`config.mk`:
```
export PLATFORM = sky130hd
export DESIGN_NAME = imem_loader_dp
export DESIGN_NICKNAME = d
export VERILOG_FILES = /design/src/rtl/imem_pkg.sv /design/src/rtl/imem_array.sv /design/src/rtl/imem_loader_dp.sv
export SDC_FILE = /design/constraint.sdc
export NUM_CORES = 1
export LEC_CHECK = 0
export CORE_ASPECT_RATIO = 1.25
export CORE_MARGIN = 2
export CORE_UTILIZATION = 40
export CTS_BUF_LIST = sky130_fd_sc_hd__clkbuf_8
export DETAILED_ROUTE_END_ITERATION = 10
export SYNTH_ARGS = -nofsm -noshare
export SYNTH_HDL_FRONTEND = slang
export SYNTH_HIERARCHICAL = 1
export SYNTH_SLANG_ARGS = --single-unit
```
`constraint.sdc`:
```
create_clock -name clk -period 3.6 [get_ports clk]
set_clock_uncertainty 0.05 [all_clocks]
set_input_delay 0.72 -clock clk [delete_from_list [all_inputs] [get_ports clk]]
set_output_delay 0.72 -clock clk [all_outputs]
set_load 0.005 [all_outputs]
```
`src/rtl/imem_pkg.sv`:
```
// Shared types and default sizing for the dual-port instruction memory loader.
package imem_pkg;

  typedef enum logic [1:0] {
    StClear,
    StIdle,
    StLoad
  } state_e;

  localparam int unsigned DefInstrWidth = 20;
  localparam int unsigned DefMemSize    = 32;

endpackage

```
`src/rtl/imem_array.sv`:
```
// 1W1R synchronous storage, read-first on same-address collisions; contents are not reset.
module imem_array #(
  parameter int unsigned Width = 20,
  parameter int unsigned Depth = 32,
  parameter int unsigned AddrW = 5
) (
  input  logic             clk,
  input  logic             reset,
  input  logic             we,
  input  logic [AddrW-1:0] waddr,
  input  logic [Width-1:0] wdata,
  input  logic             re,
  input  logic [AddrW-1:0] raddr,
  output logic [Width-1:0] rdata
);

  logic [Width-1:0] mem [Depth];

  always_ff @(posedge clk) begin
    if (we) begin
      mem[waddr] <= wdata;
    end
  end

  // Only the read register is reset, so fetch_data starts at zero.
  always_ff @(posedge clk or negedge reset) begin
    if (!reset) begin
      rdata <= '0;
    end else if (re) begin
      rdata <= mem[raddr];
    end
  end

endmodule

```
`src/rtl/imem_loader_dp.sv`:
```
// Instruction memory with streaming load port, fetch port and sequenced clear sweep.
// Optional stored even parity per word when IMEM_PARITY_EN is defined.
module imem_loader_dp
  import imem_pkg::*;
#(
  parameter int unsigned INSTRUCTION_WIDTH = DefInstrWidth,
  parameter int unsigned MEMORY_SIZE       = DefMemSize,
  parameter int unsigned ADDR_W            = $clog2(MEMORY_SIZE)
) (
  input  logic                         clk,
  input  logic                         reset,
  input  logic                         clear_req,
  input  logic                         load_start,
  input  logic [ADDR_W-1:0]            load_base,
  input  logic                         load_valid,
  input  logic                         load_last,
  input  logic [INSTRUCTION_WIDTH-1:0] load_data,
  output logic                         load_ready,
  output logic                         load_done,
  output logic [ADDR_W:0]              load_count,
  input  logic                         fetch_req,
  input  logic [ADDR_W-1:0]            fetch_addr,
  output logic                         fetch_ready,
  output logic                         fetch_valid,
  output logic [INSTRUCTION_WIDTH-1:0] fetch_data,
  output logic                         fetch_err
);

`ifdef IMEM_PARITY_EN
  localparam int unsigned StoreW = INSTRUCTION_WIDTH + 1;
`else
  localparam int unsigned StoreW = INSTRUCTION_WIDTH;
`endif

  localparam logic [ADDR_W-1:0] LastAddr = ADDR_W'(MEMORY_SIZE - 1);
  localparam logic [ADDR_W:0]   SizeCnt  = (ADDR_W + 1)'(MEMORY_SIZE);

  state_e                 state_q, state_d;
  logic [ADDR_W-1:0]      clr_ptr_q, clr_ptr_d;
  logic [ADDR_W-1:0]      wr_ptr_q, wr_ptr_d;
  logic [ADDR_W:0]        count_q, count_d;
  logic                   done_q, done_d;
  logic                   fvalid_q;
  logic                   oor_q;

  logic                   we;
  logic [ADDR_W-1:0]      waddr;
  logic [INSTRUCTION_WIDTH-1:0] wdata_raw;
  logic [StoreW-1:0]      wdata;
  logic [StoreW-1:0]      rdata;
  logic                   accept;
  logic                   fetch_oor;
  logic                   par_err;

  always_comb begin
    state_d   = state_q;
    clr_ptr_d = clr_ptr_q;
    wr_ptr_d  = wr_ptr_q;
    count_d   = count_q;
    done_d    = 1'b0;
    we        = 1'b0;
    waddr     = wr_ptr_q;
    wdata_raw = '0;
    unique case (state_q)
      StClear: begin
        we    = 1'b1;
        waddr = clr_ptr_q;
        if (clr_ptr_q == LastAddr) begin
          state_d   = StIdle;
          clr_ptr_d = '0;
        end else begin
          clr_ptr_d = clr_ptr_q + ADDR_W'(1);
        end
      end
      StIdle: begin
        if (clear_req) begin
          state_d   = StClear;
          clr_ptr_d = '0;
        end else if (load_start) begin
          state_d  = StLoad;
          // Out-of-range base still opens a session, starting at word 0.
          wr_ptr_d = ({1'b0, load_base} >= SizeCnt) ? '0 : load_base;
          count_d  = '0;
        end
      end
      StLoad: begin
        if (load_valid) begin
          we        = 1'b1;
          wdata_raw = load_data;
          wr_ptr_d  = (wr_ptr_q == LastAddr) ? '0 : wr_ptr_q + ADDR_W'(1);
          if (count_q != SizeCnt) begin
            count_d = count_q + (ADDR_W + 1)'(1);
          end
          if (load_last) begin
            state_d = StIdle;
            done_d  = 1'b1;
          end
        end
      end
      default: state_d = StClear;
    endcase
  end

  always_ff @(posedge clk or negedge reset) begin
    if (!reset) begin
      state_q   <= StClear;
      clr_ptr_q <= '0;
      wr_ptr_q  <= '0;
      count_q   <= '0;
      done_q    <= 1'b0;
    end else begin
      state_q   <= state_d;
      clr_ptr_q <= clr_ptr_d;
      wr_ptr_q  <= wr_ptr_d;
      count_q   <= count_d;
      done_q    <= done_d;
    end
  end

  assign fetch_ready = (state_q != StClear);
  assign accept      = fetch_req && fetch_ready;
  assign fetch_oor   = ({1'b0, fetch_addr} >= SizeCnt);

  // oor_q only moves on an accepted fetch so held data/err stay consistent.
  always_ff @(posedge clk or negedge reset) begin
    if (!reset) begin
      fvalid_q <= 1'b0;
      oor_q    <= 1'b0;
    end else begin
      fvalid_q <= accept;
      if (accept) begin
        oor_q <= fetch_oor;
      end
    end
  end

`ifdef IMEM_PARITY_EN
  assign wdata   = {^wdata_raw, wdata_raw};
  assign par_err = ^rdata;
`else
  assign wdata   = wdata_raw;
  assign par_err = 1'b0;
`endif

  imem_array #(
    .Width (StoreW),
    .Depth (MEMORY_SIZE),
    .AddrW (ADDR_W)
  ) u_array (
    .clk   (clk),
    .reset (reset),
    .we    (we),
    .waddr (waddr),
    .wdata (wdata),
    .re    (accept && !fetch_oor),
    .raddr (fetch_addr),
    .rdata (rdata)
  );

  assign load_ready  = (state_q == StLoad);
  assign load_done   = done_q;
  assign load_count  = count_q;
  assign fetch_valid = fvalid_q;
  assign fetch_data  = oor_q ? '0 : rdata[INSTRUCTION_WIDTH-1:0];
  assign fetch_err   = oor_q | par_err;

endmodule

```
==> results of run 1 <==
==> power by group through the flow <==
stage / Clock, mW / Combinational [mW] / Sequential, mW
2_1_floorplan: 0 / 1.84 / 10.7
3_3_place_gp: 0 / 3.36 / 10.9
3_5_place_dp: 0 / 3.43 / 10.9
4_1_cts: 6.08 / 3.45 / 10.8
5_1_grt: 6.43 / 3.65 / 10.9
6_report: 5.94 / 3.39 / 10.8
==> cell usage in the layout (no fill, tap or decap), types with 5 or more instances in the layout <==
cell,n
dfrtp_1,40
and2_1,20
buf_12,20
mux2_2,29
nand3b_1,5
nand3_1,6
clkbuf_8,102
a21oi_1,81
clkdlybuf4s50_1,64
buf_4,84
nor2_2,33
nor2_1,6
ha_1,6
o2bb2ai_1,5
bufinv_16,6
mux2i_1,324
edfxtp_1,640
clkinv_2,17
nor4_1,20
nand2_1,13
a22oi_1,160
clkinv_1,16
inv_1,42
==> stage by stage <==
stage | util (%) | total power, mW | setup slack, ns | cells | hold WS, ns
2_1_floorplan | - | 12.57 | 0.4514 | 1537 | 0.3744
3_3_place_gp | 43.87 | 14.22 | 0.4594 | 2482 | 0.4674
3_5_place_dp | 43.87 | 14.34 | 0.3906 | 2482 | 0.4645
4_1_cts | 46.73 | 20.28 | 0.5247 | 2662 | 0.1864
5_1_grt | 46.73 | 20.94 | 0.4713 | 2663 | 0.2176
6_report | 46.73 | 20.08 | 0.5640 | 2663 | 0.1997
==> path summary, 6_finish.rpt <==
path,from,to,depth (start not counted)
max reg2reg,state_q[1]$_DFFE_PN0P_,u_array/mem[10][15]$_DFFE_PP_,5
max in group asynchronous,reset,u_array/rdata[18]$_DFFE_PN0P_,2
min reg2reg,u_array/rdata[8]$_DFFE_PN0P_,u_array/rdata[8]$_DFFE_PN0P_,1
min in group clk,u_array/rdata[8]$_DFFE_PN0P_,u_array/rdata[8]$_DFFE_PN0P_,1
max,state_q[1]$_DFFE_PN0P_,load_ready,3
min,reset,load_count[5]$_DFFE_PN0P_,1
==> registers in the layout (all words and copies together), names as in the netlist <==
register,count
wr_ptr_q,5
load_count,6
state_q,2
fetch_valid,1
u_array/rdata,20
u_array/mem,640
clr_ptr_q,5
load_done,1
==> layer usage <==
metal	GRT usage, %	part of all wire (%)	vias to the layer above
met5	0	0	-
met4	4.631	1.6	0
met3	2.838	4.9	80
met2	32.42	51	395
met1	24.35	43	7533
li1	-	-	6505
==> logic make-up after synthesis <==
logic type	count (synthesis)
AO/OA/AOI/OAI	266
AND/OR/NAND/NOR	131
XOR/XNOR	1
buffers and inverters	99
multiplexers	353
flip-flops	680
adder cells (fa/ha/maj)	6
other	1
==> cell usage after synthesis (all sizes together) (5+ instances only) <==
| master | n |
|---|---|
| a21oi | 81 |
| a22oi | 160 |
| and2 | 21 |
| buf | 43 |
| clkbuf | 46 |
| dfrtp | 40 |
| edfxtp | 640 |
| ha | 6 |
| inv | 10 |
| mux2 | 29 |
| mux2i | 324 |
| nand2 | 13 |
| nand3 | 6 |
| nand3b | 5 |
| nor2 | 40 |
| nor4 | 20 |
| o2bb2ai | 5 |
==> layout make-up <==
cell class | instances | area, um^2
clock inverter | 78 | 505.5
multi-input combinational | 758 | 6294
clock buffer | 102 | 1404
antenna | 1 | 2.502
sequential | 680 | 20220
fill | 5794 | 35610
inverter | 10 | 40.04
timing repair buffer | 170 | 1692
tap | 864 | 1081
==> impl_metrics.ini, run 1 <==
[job]
cap_violations = 0

[die]
initial_core_util_pct = 40.45
dieArea_um2 = 69710
fp-row-count = 106
fp.dieW_um = 236.5
ios = 68
chipHeight_um = 294.7
core_um2 = 66840

[logic_synthesis]
synth_edf_count = 640
ys_async_sr_fraction_pct = 5.882
yosys_most_used_dff = edfxtp_1
yosysTopAreaCell = edfxtp_1
synthCells = 1537
synth_compound_area_share_pct = 6.677
syn_area_um2 = 27040
synth_top_family_by_area = multiplexers
yosys.area_share.simple_pct = 2.675
yosys.cell_types.count = 51
yosysSeqAreaShare_pct = 74.78
synth_warnings = 6
synth_nets = 1580
synth_area_per_cell_um2 = 17.59
synth_mux_area_share_pct = 13.20
synth_xor_area_share_pct = 0.03239
synth.area.top_cells = edfxtp_1 (71%), mux2i_1 (12%), a22oi_1 (4.4%)
synth_top_area_share_pct = 71.08
synth-seq-cells = 680
synth_adder_area_share_pct = 0.2776

[sta]
period_share_pct = 84.33
hold_violations = 0
worst_pin_slew_ns = 1.054
maxSlewHeadroom_pct = 29.73
period_needed_ns = 3.036
grt_setup_unrepaired = no
setup_viol = 0
clock.fmax_ghz = 0.3294
finalMaxSlewViolations = 0
fin_tns_setup_ns = 0

[final_layout]
fin_area_um2 = 31240
drive_gt1_share_pct = 17.52
nNetsFinal = 1759
area_growth_syn_to_layout_pct = 15.53

[power_and_ir_drop]
power_density_nw_per_um2 = 642.9
p_int_mw = 14.58
switchingPower_mw = 5.505
pwr-share-clk_pct = 29.6
peakVddDrop_uv = 396.4
p_leak_nw = 10.87
seq_power_share_pct = 53.5
swShare_pct = 27.41
comb_power_share_pct = 16.9

[route]
drt_pass1_iterations = 5
wl_per_cell_um = 24.30
wirelength_um = 64700
ant_nets = 0
routed_via_density = 5.450
num_vias = 14510
drc_errors = 0
initialDrtViolationCount = 1480

[cts]
cts_buffers = 96
ctsResizeCount = 0
path_clk_slew_ns = 0.06
cts.sinks = 680
cts_tree = done
postCtsSetupBuffers = 0
postCtsHoldBufs = 0
cts_buffer_depth = 3
cts_root_buf = clkbuf_8
clk_latency_ns = 0.67
cts_max_level = 3

[global_route]
track_usage_pct = 18.58
grt_overflow_total = 0
grt_max_degree = 45
antenna_found_initial = 1
grt_pass1_vias = 14750
grt_first_pass_wirelength_um = 96590

[placement]
placed_area_um2 = 29330
gp_congestion = 0.7914
dp_hpwl_um = 40290
portBuffers = 66

[status]
outcome = complete, no violations

[hold_path]
hold_class = input pin to async pin

[setup_path]
crit_buf_inv = 2
max_stage_delay_ns = 0.60
worstSetupPathType = flip-flop to output port
crit_path_start_kind = flip-flop
endpoint_kind = output port
critPathTopFamily = buffers and inverters
cp.required_ns = 2.83
worst_path_max_delay_cell = dfrtp_1
cp_max_fo = 14
worstPathCellList = or2b_4 > inv_4 > clkdlybuf4s50_1
critPathArrivalTime_ns = 2.27
r2r_slack_ns = 0.67
No activity file was read; power rests on OpenSTA's default activity.
==> run 2, diff against run 1 <==
==> constraint.sdc (replaced) <==
create_clock -name clk -period 3.09 [get_ports clk]
set_clock_uncertainty 0.05 [all_clocks]
set_input_delay 0.618 -clock clk [delete_from_list [all_inputs] [get_ports clk]]
set_output_delay 0.618 -clock clk [all_outputs]
set_load 0.005 [all_outputs]
==> run 2 against run 1 <==
- sequential power up 16%
- die area unchanged
- clock power is 9.9% higher
- combinational power increased by 23%
- sequential share of layout area down 0.61 points
- critical path type unchanged
- critical endpoint unchanged
- largest power group unchanged
==> impl_metrics.ini, run 2 (synthesis results as in run 1) <==
[route]
drt_pass1_iterations = 5
routed_via_density = 5.349
wirelength_um = 62540
num_vias = 14340
drc_errors = 0
wl_per_cell_um = 23.33
initialDrtViolationCount = 1171
ant_nets = 0

[die]
initial_core_util_pct = 40.45
fp-row-count = 106
chipHeight_um = 294.7
dieArea_um2 = 69710
ios = 68
fp.dieW_um = 236.5
core_um2 = 66840

[final_layout]
final_common_cell = edfxtp_1
fin_cells = 2681
multi_input_area_um2 = 6294
fillers = 5805
mostFrequentLayoutCells = edfxtp_1 (640), mux2i_1 (324), a22oi_1 (160)
top_register = u_array/mem
area_growth_syn_to_layout_pct = 16.64
nNetsFinal = 1781
drive_gt1_share_pct = 18.45
regArea_um2 = 20220
largest_reg_flops = 640

[cts]
cts_max_level = 3
postCtsSetupBuffers = 0
clk_latency_ns = 0.67
cts_root_buf = clkbuf_8
cts_tree = done
ctsResizeCount = 0
cts_buffers = 94
cts.sinks = 680
path_clk_slew_ns = 0.07
postCtsHoldBufs = 1
cts_buffer_depth = 3

[placement]
portBuffers = 66
gp_congestion = 0.8099
placedCellCount = 2505
dp_hpwl_um = 41450

[sta]
hold_violations = 0
finalMaxSlewViolations = 0
hold_slack_ns = 0.4779
period_needed_ns = 2.837
clock.fmax_ghz = 0.3525
setup_viol = 0
worst_pin_slew_ns = 1.272
maxSlewHeadroom_pct = 15.22
period_share_pct = 91.81
grt_setup_unrepaired = no

[hold_path]
hold_class = input pin to async pin

[setup_path]
worstPathCellList = buf_4 > or2b_4 > inv_4 > clkdlybuf4s50_1
endpoint_kind = output port
crit_buf_inv = 3
worst_path_max_delay_cell = clkdlybuf4s50_1
max_stage_delay_ns = 0.51
cp.required_ns = 2.42
worstSetupPathType = flip-flop to output port
cp_max_fo = 13
critPathTopFamily = buffers and inverters
critPathArrivalTime_ns = 2.17
crit_path_start_kind = flip-flop

[global_route]
grt_max_degree = 38
grt_overflow_total = 0
track_usage_pct = 17.95
grt_first_pass_wirelength_um = 93470
grt_pass1_vias = 15000
antenna_found_initial = 2

[power_and_ir_drop]
peakVddDrop_uv = 522.9
finalPower_mw = 23.21
p_leak_nw = 11.00
power_density_nw_per_um2 = 736.1

[status]
outcome = complete, no violations

[job]
cap_violations = 0
## run 2: cell count changes in the layout (fill, tap and decap cells not counted), sizes merged
cell         change
buf             +23
bufinv           -4
clkbuf           +1
clkinv           -5
dlygate4sd3      +1
inv              +2
## run 2: routing by layer
layer / share of wire [%] / GRT usage (%)
met3: 4.8 / 2.810
met5: 0 / 0
met2: 53 / 32.78
met4: 2.1 / 5.650
met1: 41 / 21.71
## run 2: final cells by class
| cell class | instances | area share (%) |
|---|---|---|
| inverters | 10 | 0.1270 |
| well taps | 864 | 3.428 |
| diodes | 1 | 0.007935 |
| clock buffers | 103 | 4.495 |
| multi-input cells | 758 | 19.96 |
| flip-flops and latches | 680 | 64.11 |
| repair buffers | 194 | 6.657 |
| clock inverters | 71 | 1.214 |
## run 2: path summary, 6_finish.rpt
check / from / to / slack, ns / cells after the start
worst min register to register: u_array/rdata[8]$_DFFE_PN0P_ / u_array/rdata[8]$_DFFE_PN0P_ / 0.48 / 1
worst max-delay path: state_q[1]$_DFFE_PN0P_ / load_ready / 0.25 / 4
worst max register to register: state_q[0]$_DFFE_PN0P_ / u_array/mem[4][8]$_DFFE_PP_ / 0.40 / 5
worst min-delay path: reset / u_array/rdata[19]$_DFFE_PN0P_ / 0.48 / 2
max in group asynchronous: reset / u_array/rdata[13]$_DFFE_PN0P_ / 1.82 / 3
min in group clk: u_array/rdata[8]$_DFFE_PN0P_ / u_array/rdata[8]$_DFFE_PN0P_ / 0.48 / 1
## run 2: metrics by stage
stage               TNS [ns]  setup slack [ns]  utilization (%)  instance area, um^2
global route               0            0.1700            47.18                31540
detailed placement         0          0.003955            44.47                29720
CTS                        0            0.1999            47.18                31530
finish                     0            0.2532            47.18                31540
floorplan             -8.820          -0.05860                -                27040
global placement           0           0.01569            44.47                29720
## run 2: report_power, final
group	internal (mW)	total, mW	switching (mW)
logic	1.68	4.18	2.50
registers	11.9	12.5	0.599
clock network	3.27	6.53	3.26
==> run 3, diff against run 2 <==
--- a/config.mk
+++ b/config.mk
@@ -8,8 +8,9 @@
 export CORE_ASPECT_RATIO = 1.25
 export CORE_MARGIN = 2
 export CORE_UTILIZATION = 40
-export CTS_BUF_LIST = sky130_fd_sc_hd__clkbuf_8
+export CTS_BUF_LIST = sky130_fd_sc_hd__clkbuf_4
 export DETAILED_ROUTE_END_ITERATION = 10
+export SKIP_LAST_GASP = 1
 export SYNTH_ARGS = -nofsm -noshare
 export SYNTH_HDL_FRONTEND = slang
 export SYNTH_HIERARCHICAL = 1
==> run 3 against run 2 <==
- first-iteration DRC count down 1.5%
- sequential power about the same
- count of clock-buffer cells in the layout up 131
- worst setup slack worse by 0.13 ns
- design area up 0.65%
- register-to-register slack worse by 0.04 ns
- sequential share of layout area down 0.41 points
- critical endpoint unchanged
- largest cell class unchanged
- largest power group unchanged
- highest routed layer unchanged
==> impl_metrics.ini, run 3 (synthesis results as in run 1) <==
[placement]
gp_congestion = 0.8099
portBuffers = 66
pre_cts_ws_ns = 0.003955
dp_hpwl_um = 41450

[cts]
cts_buffer_depth = 3
cts_tree = done
path_clk_slew_ns = 0.08
cts_max_level = 4
cts_buffers = 154
cts_root_buf = clkbuf_4
cts.sinks = 680
clk_latency_ns = 0.85

[sta]
worst_pin_slew_ns = 1.302
clock.fmax_ghz = 0.3366
hold_violations = 0
finalWorstSetupSlack_ns = 0.1191
period_share_pct = 96.15
period_needed_ns = 2.971
fin_tns_setup_ns = 0
hold_slack_ns = 0.2754
grt_setup_unrepaired = no
maxSlewHeadroom_pct = 13.22
finalMaxSlewViolations = 0
setup_viol = 0

[job]
cap_violations = 0

[route]
routed_via_density = 5.316
wl_per_cell_um = 22.63
ant_nets = 0
num_vias = 14780
drt_pass1_iterations = 5
wl_met3_um = 2892
wirelength_um = 62950
initialDrtViolationCount = 1153
m1WireLength_um = 25530
routed.top_layer = met4
route.met2.wl_um = 32910
drc_errors = 0

[power_and_ir_drop]
p_int_mw = 17.15
seq_power_share_pct = 52.9
comb_power_share_pct = 17.7
switchingPower_mw = 6.455
power_density_nw_per_um2 = 743.8
swShare_pct = 27.34
peakVddDrop_uv = 423.1
pwr-share-clk_pct = 29.3
p_leak_nw = 11.13

[setup_path]
r2r_end = u_array/mem[0][1]$_DFFE_PP_
startpoint = state_q[0]$_DFFE_PN0P_
r2r_slack_ns = 0.36
cp.required_ns = 2.42
crit_buf_inv = 3
endpoint_kind = output port
rr_worst_depth = 5
cp_max_fo = 10
critPathArrivalTime_ns = 2.30
worstPathCellList = buf_4 > or2b_4 > inv_6 > clkdlybuf4s50_1
critPathTopFamily = buffers and inverters
max_stage_delay_ns = 0.51
worstSetupPathType = flip-flop to output port
worst_path_max_delay_cell = clkdlybuf4s50_1
r2r_start = state_q[0]$_DFFE_PN0P_
crit_path_start_kind = flip-flop

[die]
dieArea_um2 = 69710
core_um2 = 66840
initial_core_util_pct = 40.45
fp.dieW_um = 236.5
ios = 68
chipHeight_um = 294.7
fp-row-count = 106

[global_route]
grt_overflow_total = 0
grt_pass1_vias = 15590
grt_first_pass_wirelength_um = 94250
track_usage_pct = 18.13
grt_max_degree = 38
antenna_found_initial = 1

[final_layout]
largest_reg_flops = 640
utilization_pct = 47.48
drive_gt1_share_pct = 23.96
top_register = u_array/mem
nNetsFinal = 1842
area_growth_syn_to_layout_pct = 17.39
mostFrequentLayoutCells = edfxtp_1 (640), mux2i_1 (324), clkbuf_4 (234)
fillers = 5821
final_common_cell = edfxtp_1

[hold_path]
hold_class = input pin to async pin

[status]
outcome = complete, no violations
==> run 3: per-stage QoR <==
stage | power (mW) | std cells | area, um^2
after global routing | 24.70 | 2781 | 31740
after CTS | 23.88 | 2780 | 31740
after floorplan | 14.65 | 1537 | 27040
after detailed placement | 16.91 | 2505 | 29720
final | 23.61 | 2781 | 31740
after global placement | 16.79 | 2505 | 29720
==> run 3: area by class of cell <==
type | count | area, um^2 | area share [%]
Antenna cell | 1 | 2.502 | 0.007884
Multi-Input combinational cell | 758 | 6294 | 19.83
Clock inverter | 39 | 234.0 | 0.7371
Inverter | 10 | 42.54 | 0.1340
Timing Repair Buffer | 195 | 2111 | 6.650
Tap cell | 864 | 1081 | 3.406
Clock buffer | 234 | 1757 | 5.535
Sequential cell | 680 | 20220 | 63.70
==> run 3: worst max path at each step <==
stage / end / slack, ns / cells past startpoint
2_1_floorplan: u_array/mem[12][0]$_DFFE_PP_ / -0.06 / 6
6_report: load_ready / 0.12 / 4
5_1_grt: load_ready / 0.02 / 4
3_5_place_dp: u_array/rdata[19]$_DFFE_PN0P_ / 0.004 / 8
4_1_cts: load_ready / 0.03 / 4
3_3_place_gp: u_array/rdata[19]$_DFFE_PN0P_ / 0.02 / 8
==> run 3: worst reg2reg max path, stage by stage (launching register included) <==
cell and delay [ns]:
dfrtp_1 0.39, nor2_2 0.42, mux2_2 0.44, or3b_2 0.66, nor2_2 0.23, buf_12 0.20
==> run 3: repair_timing <==
item / in CTS / in global routing
buffers inserted: 1 / 0
gates resized for setup: 2 / 0
endpoints found under the setup margin: 1 / 0
hold buffers: 1 / 0
hold endpoints to repair: 21 / 0
==> run 3: metal layers <==
layer / up-vias / track usage, %
li1: 6774 / -
met1: 7512 / 21.32
met2: 383 / 32.86
met3: 115 / 3.550
met4: 0 / 6.592
met5: - / 0
==> run 3: power groups by stage <==
stage	Sequential [mW]	Combinational (mW)	Clock, mW
after floorplan	12.5	2.15	0
after CTS	12.5	4.24	7.13
after global routing	12.6	4.51	7.56
final	12.5	4.19	6.93
after global placement	12.6	4.15	0
after detailed placement	12.7	4.22	0
